## src/rtl/ahb_pkg.sv

```systemverilog
// Shared AHB encodings and arbiter FSM state type.
// Imported by AHB arbiters and their helper blocks.
package ahb_pkg;

  localparam logic [1:0] HTRANS_IDLE   = 2'b00;
  localparam logic [1:0] HTRANS_BUSY   = 2'b01;
  localparam logic [1:0] HTRANS_NONSEQ = 2'b10;
  localparam logic [1:0] HTRANS_SEQ    = 2'b11;

  localparam logic [2:0] HBURST_SINGLE = 3'b000;
  localparam logic [2:0] HBURST_INCR   = 3'b001;
  localparam logic [2:0] HBURST_INCR4  = 3'b010;
  localparam logic [2:0] HBURST_WRAP4  = 3'b011;
  localparam logic [2:0] HBURST_INCR8  = 3'b100;
  localparam logic [2:0] HBURST_WRAP8  = 3'b101;
  localparam logic [2:0] HBURST_INCR16 = 3'b110;
  localparam logic [2:0] HBURST_WRAP16 = 3'b111;

  localparam int unsigned BEAT_CNT_W = 5;

  typedef enum logic [1:0] {
    ST_IDLE      = 2'd0,
    ST_SINGLE    = 2'd1,
    ST_BURST_FIX = 2'd2,
    ST_BURST_INC = 2'd3
  } arb_state_e;

  // Beats remaining after the NONSEQ of a fixed-length burst.
  function automatic logic [BEAT_CNT_W-1:0] burst_last_beat(input logic [2:0] hburst);
    case (hburst)
      HBURST_INCR4, HBURST_WRAP4:   return BEAT_CNT_W'(3);
      HBURST_INCR8, HBURST_WRAP8:   return BEAT_CNT_W'(7);
      HBURST_INCR16, HBURST_WRAP16: return BEAT_CNT_W'(15);
      default:                      return '0;
    endcase
  endfunction

endpackage

```

## src/rtl/rr_pick.sv

```systemverilog
// Round-robin picker: first set request at or after ptr, wrapping.
// Purely combinational, reusable by any arbiter.
module rr_pick #(
  parameter int unsigned N = 5
) (
  input  logic [N-1:0]         req,
  input  logic [$clog2(N)-1:0] ptr,
  output logic [N-1:0]         winner
);

  localparam int unsigned PW = $clog2(N);

  logic          found;
  logic [PW-1:0] idx;

  always_comb begin
    winner = '0;
    found  = 1'b0;
    idx    = '0;
    for (int unsigned i = 0; i < N; i++) begin
      idx = PW'((32'(ptr) + i) % N);
      if (!found && req[idx]) begin
        winner[idx] = 1'b1;
        found       = 1'b1;
      end
    end
  end

endmodule

```

## src/rtl/ahb_rr_arbiter.sv

```systemverilog
// AHB slave-port round-robin arbiter: grants one master at a time and
// holds ownership across SINGLE, fixed-length and INCR bursts.
module ahb_rr_arbiter
  import ahb_pkg::*;
#(
  parameter int unsigned HMAS_NUM     = 5,
  parameter int unsigned HBURST_WIDTH = 3
) (
  input  logic                        hclk,
  input  logic                        hresetn,
  input  logic [HMAS_NUM-1:0]         req_m,
  input  logic [1:0]                  htrans_m [0:HMAS_NUM-1],
  input  logic [HBURST_WIDTH-1:0]     hburst_m [0:HMAS_NUM-1],
  input  logic                        hready,
  input  logic                        hresp,
  output logic [HMAS_NUM-1:0]         grant,
  output logic [HMAS_NUM-1:0]         grant_dphase,
  output logic [$clog2(HMAS_NUM)-1:0] grant_idx
);

  localparam int unsigned IDX_W = $clog2(HMAS_NUM);

  arb_state_e            state, state_nxt;
  logic [HMAS_NUM-1:0]   grant_nxt, dphase_nxt, win;
  logic [IDX_W-1:0]      rr_ptr, ptr_nxt, win_idx;
  logic [BEAT_CNT_W-1:0] cnt, cnt_nxt;
  logic [1:0]            own_trans;
  logic [2:0]            own_burst;
  logic                  has_owner, rel;

  rr_pick #(.N(HMAS_NUM)) u_rr_pick (
    .req    (req_m),
    .ptr    (rr_ptr),
    .winner (win)
  );

  // One-hot to binary for the current grant and the pending winner.
  always_comb begin
    grant_idx = '0;
    win_idx   = '0;
    for (int i = 0; i < HMAS_NUM; i++) begin
      if (grant[i]) grant_idx = IDX_W'(i);
      if (win[i])   win_idx   = IDX_W'(i);
    end
  end

  assign has_owner = |grant;
  assign own_trans = htrans_m[grant_idx];
  assign own_burst = 3'(hburst_m[grant_idx]);

  always_ff @(posedge hclk) begin
    if (!hresetn) begin
      state        <= ST_IDLE;
      grant        <= '0;
      grant_dphase <= '0;
      rr_ptr       <= '0;
      cnt          <= '0;
    end else begin
      state        <= state_nxt;
      grant        <= grant_nxt;
      grant_dphase <= dphase_nxt;
      rr_ptr       <= ptr_nxt;
      cnt          <= cnt_nxt;
    end
  end

  // Release detection and re-arbitration; everything holds while hready=0.
  always_comb begin
    state_nxt  = state;
    grant_nxt  = grant;
    dphase_nxt = grant_dphase;
    ptr_nxt    = rr_ptr;
    cnt_nxt    = cnt;
    rel        = 1'b0;

    if (hready) begin
      dphase_nxt = (has_owner && own_trans[1]) ? grant : '0;

      case (state)
        ST_IDLE: rel = 1'b1;
        ST_SINGLE: begin
          if (own_trans == HTRANS_IDLE) begin
            rel = 1'b1;
          end else if (own_trans == HTRANS_NONSEQ) begin
            case (own_burst)
              HBURST_SINGLE: rel = 1'b1;
              HBURST_INCR:   state_nxt = ST_BURST_INC;
              default: begin
                state_nxt = ST_BURST_FIX;
                cnt_nxt   = burst_last_beat(own_burst);
              end
            endcase
          end
        end
        ST_BURST_FIX: begin
          if (own_trans == HTRANS_IDLE) begin
            rel = 1'b1;
          end else if (own_trans == HTRANS_SEQ) begin
            if (cnt == BEAT_CNT_W'(1)) rel = 1'b1;
            else                       cnt_nxt = cnt - BEAT_CNT_W'(1);
          end
        end
        ST_BURST_INC: begin
          case (own_trans)
            HTRANS_IDLE, HTRANS_NONSEQ: rel = 1'b1;
            HTRANS_BUSY, HTRANS_SEQ:    rel = 1'b0;
            default:                    rel = 1'b0;
          endcase
        end
        default: rel = 1'b1;
      endcase

      if (hresp) rel = 1'b1;

      if (rel) begin
        grant_nxt = win;
        cnt_nxt   = '0;
        if (|req_m) begin
          state_nxt = ST_SINGLE;
          ptr_nxt   = (win_idx == IDX_W'(HMAS_NUM - 1)) ? '0 : win_idx + IDX_W'(1);
        end else begin
          state_nxt = ST_IDLE;
        end
      end
    end
  end

endmodule

```

## config.mk

```make
export PLATFORM = sky130hd
export DESIGN_NAME = ahb_rr_arbiter
export DESIGN_NICKNAME = d
export VERILOG_FILES = /design/src/rtl/ahb_pkg.sv /design/src/rtl/rr_pick.sv /design/src/rtl/ahb_rr_arbiter.sv
export SDC_FILE = /design/constraint.sdc
export NUM_CORES = 1
export LEC_CHECK = 0
export ABC_AREA = 1
export CORE_MARGIN = 10
export CORE_UTILIZATION = 45
export DETAILED_ROUTE_END_ITERATION = 16
export PLACE_DENSITY_LB_ADDON = 0.3
export SKIP_CTS_REPAIR_TIMING = 1
export SYNTH_ARGS = -nofsm -noshare
export SYNTH_HDL_FRONTEND = slang
export SYNTH_SLANG_ARGS = --single-unit
```

## constraint.sdc

```tcl
create_clock -name hclk -period 5.4 [get_ports hclk]
set_clock_uncertainty 0.1 [all_clocks]
set_input_delay 0.54 -clock hclk [delete_from_list [all_inputs] [get_ports hclk]]
set_output_delay 0.54 -clock hclk [all_outputs]
set_load 0.02 [all_outputs]
```

==> metrics.md <==
| Metric | Value |
|---|---|
| Root buffer cell | `clkbuf_8` |
| First-pass DRT Iterations | `5` |
| Hold Crit Class | `flop to flop` |
| Yosys cell types | `37` |
| Share of cells above drive strength 1 | `6.68%` |
| Ranking of synthesized cells by area | `nand2_1 17%, dfxtp_1 15%, ha_1 13%, inv_1 8.6%, nand3_1 7.8%` |
| Achievable frequency | `229 MHz` |
| Yosys top cell area share | `17.3%` |
| RSZ-0062 raised after global routing | `no` |
| Final hold violation count | `0` |
| Worst setup SP type | `flop` |
| Mapped cell area | `2710 sq um` |
| Starting Density | `46.0%` |
| Iteration-0 DRC count of the detailed router | `163` |
| Max Root-Sink Buffers | `2` |
| First-pass GRT wire length | `13,200 um` |
| Port Buffers | `46` |
| Die X | `97.6 um` |
| Dpl hpwl | `6400 um` |
| Antenna-violating nets left | `0` |
| Largest net degree at the start of global routing | `17` |
| CTS Buf Count | `3` |
| Area delta synth->final | `21.6%` |
| Worst Path Required | `5.51 ns` |
| Cell taking the most area after synthesis | `nand2_1` |
| Warnings from Yosys | `0` |
| CTS tree | `done` |
| Total GRT Usage | `15.6%` |
| Peak supply drop | `0.000339 V` |
| Post-Place Cell Area | `3240 sq um` |
| Reg2reg start | `rr_ptr[1]$_SDFFE_PN0P_` |
| Crit path launch | `rr_ptr[1]$_SDFFE_PN0P_` |
| Hold Startpoint | `grant_dphase[4]$_SDFFE_PN0P_` |
| Pint | `764 uW` |
| Period utilization | `80.8%` |
| CP Max Fanout | `8` |
| Arrival @ worst endpoint | `4.47 ns` |
| Synth Register Bits | `20` |
| Clk sinks | `20` |
| Mapped Nets | `527` |
| Most common cell after layout, fill and taps aside | `nand2_1` |
| Max-Cap Viols | `0` |
| Clock network power share | `5.7%` |
| IO Pins | `47` |
| Hold_ws | `0.372 ns` |
| DR WL/cell | `13.1 um` |
| Avg Cell Area, Syn | `5.83 sq um` |
| Status | `finished, final reports clean` |
| Die ar. | `9520 sq um` |
| # DRC | `0` |
| R2R depth | `26` |
| Endpoints failing setup | `0` |
| H-tree Lvls | `1` |
| Worst-Skew Late Latency | `0.25 ns` |
| RePlAce Congestion | `0.955` |
| Leak pwr | `1.61 nW` |
| Syn Inst Count | `464` |
| Clock transition at path regs | `0.07 ns` |
| Vias/cell | `5.22` |
| Number of global-route vias before repair | `2,872` |
| Final Instance Area | `3290 sq um` |
| Commonest cells after routing, fill and taps aside | `125 x nand2_1, 62 x inv_1, 46 x nor2_1, 46 x clkdlybuf4s50_1, 42 x nand3_1` |
| Worst Hold Depth | `2` |
| Global route overflow | `0` |
| Final nets | `573` |
| N_diodes | `0` |
| Die height | `97.6 um` |
| Final min period | `4.36 ns` |
| Sequential power share | `11.1%` |
| Sequential fraction of the synthesis area | `14.8%` |
| Pwr dens | `593 nW/um^2` |
| Core ar. | `5890 sq um` |
| R2R Setup Slk | `1.04 ns` |
| Comb power frac | `83.1%` |
| # rows | `28` |
| Least-Margin Pin Slew | `0.594 ns` |
| Setup CP Type | `flop to flop` |
| Relative slew slack | `60.0%` |
| Max-slew violations | `0` |
| Setup_tns | `0 ns` |
| Final wirelength | `7640 um` |
| Crit end category | `flop` |
| Initial antenna violation count | `0` |
| Sw frac | `60.9%` |
| DR vias | `3,047` |
| NetSw | `1.19 mW` |
## sequential cells by signal, indices dropped and copies added, names as in the netlist
| signal | cells |
|---|---|
| cnt | 5 |
| rr_ptr | 3 |
| state | 2 |
| grant_dphase | 5 |
| grant | 5 |
## cell usage after synthesis, drive strengths merged
cell	number
dfxtp	20
nand3	45
o21ai	28
o22ai	5
fa	1
o211ai	6
xor2	5
nand2	134
a211oi	4
or2	3
buf	4
a31o	1
clkbuf	2
and2	1
ha	28
clkinv	1
inv	68
nor3	11
a21boi	1
nand4	18
nand3b	2
a31oi	2
a21oi	22
o221ai	1
nor2	51
## layout make-up
cell class | instances | area, sq um
inverter | 69 | 259
clock buffer | 4 | 55.1
fill | 593 | 2590
multi-input combinational | 369 | 2020
timing repair buffer | 47 | 468
sequential | 20 | 400
tap | 75 | 93.8
## stage by stage
stage                     utilization (%)  instances  total power, mW  setup WS, ns
final                                55.9        584             1.95          1.04
after global routing                 55.9        584             2.21         0.500
after CTS                            55.9        584             1.93          1.06
after detailed placement             55.0        580             1.81          1.07
after global placement               55.0        580             1.78          1.16
after floorplan                         -        464             1.46          1.46
## critical path, stage by stage, from the launching register on
cell and delay (ns):
dfxtp_1 0.52, inv_1 0.25, ha_1 0.41, inv_1 0.13, ha_1 0.23, nor2_1 0.09, nand3_1 0.12, nand2_1 0.10
xor2_1 0.24, ha_1 0.23, inv_1 0.04, or2_2 0.27, nand2_1 0.11, nand2_1 0.10, o21ai_1 0.26, inv_1 0.11
nand2_1 0.08, nand2_1 0.07, a21boi_1 0.25, nand4_1 0.13, o21ai_1 0.09, nor2_1 0.07, inv_1 0.05, nand2_1 0.07
nand2_1 0.07, nand2_1 0.04, inv_1 0.05
## worst paths after layout
kind                                                      to
worst max-delay path                   grant[3]$_SDFFE_PN0P_
worst max register to register         grant[3]$_SDFFE_PN0P_
worst min register to register  grant_dphase[4]$_SDFFE_PN0P_
worst min-delay path            grant_dphase[4]$_SDFFE_PN0P_
## per-layer routing
metal	up-vias	track usage [%]	part of all wire [%]
met1	1350	20.5	49
met5	-	0	0
met3	2	2.42	4.5
li1	1621	-	-
met2	74	26.5	47
met4	0	2.35	0.26
## kinds of logic (layout without fill, tap and decap cells)
kind of cell | Yosys count | in the layout | share of synthesized area (%)
AOI/OAI and AO/OA | 70 | 70 | 15.1
and+or+nand+nor | 265 | 265 | 44.1
adders and majority gates | 29 | 29 | 13.7
buffers and inverters | 75 | 120 | 10.7
xor gates and xnor gates | 5 | 5 | 1.62
DFF | 20 | 20 | 14.8
## power groups by stage
stage                     combinational (mW)  clock, mW  sequential, mW
final                                   1.62      0.112           0.218
after global routing                    1.87      0.119           0.223
after CTS                               1.60      0.116           0.217
after detailed placement                1.59          0           0.221
after global placement                  1.56          0           0.220
after floorplan                         1.23          0           0.229
No activity file was read; power rests on OpenSTA's default activity.
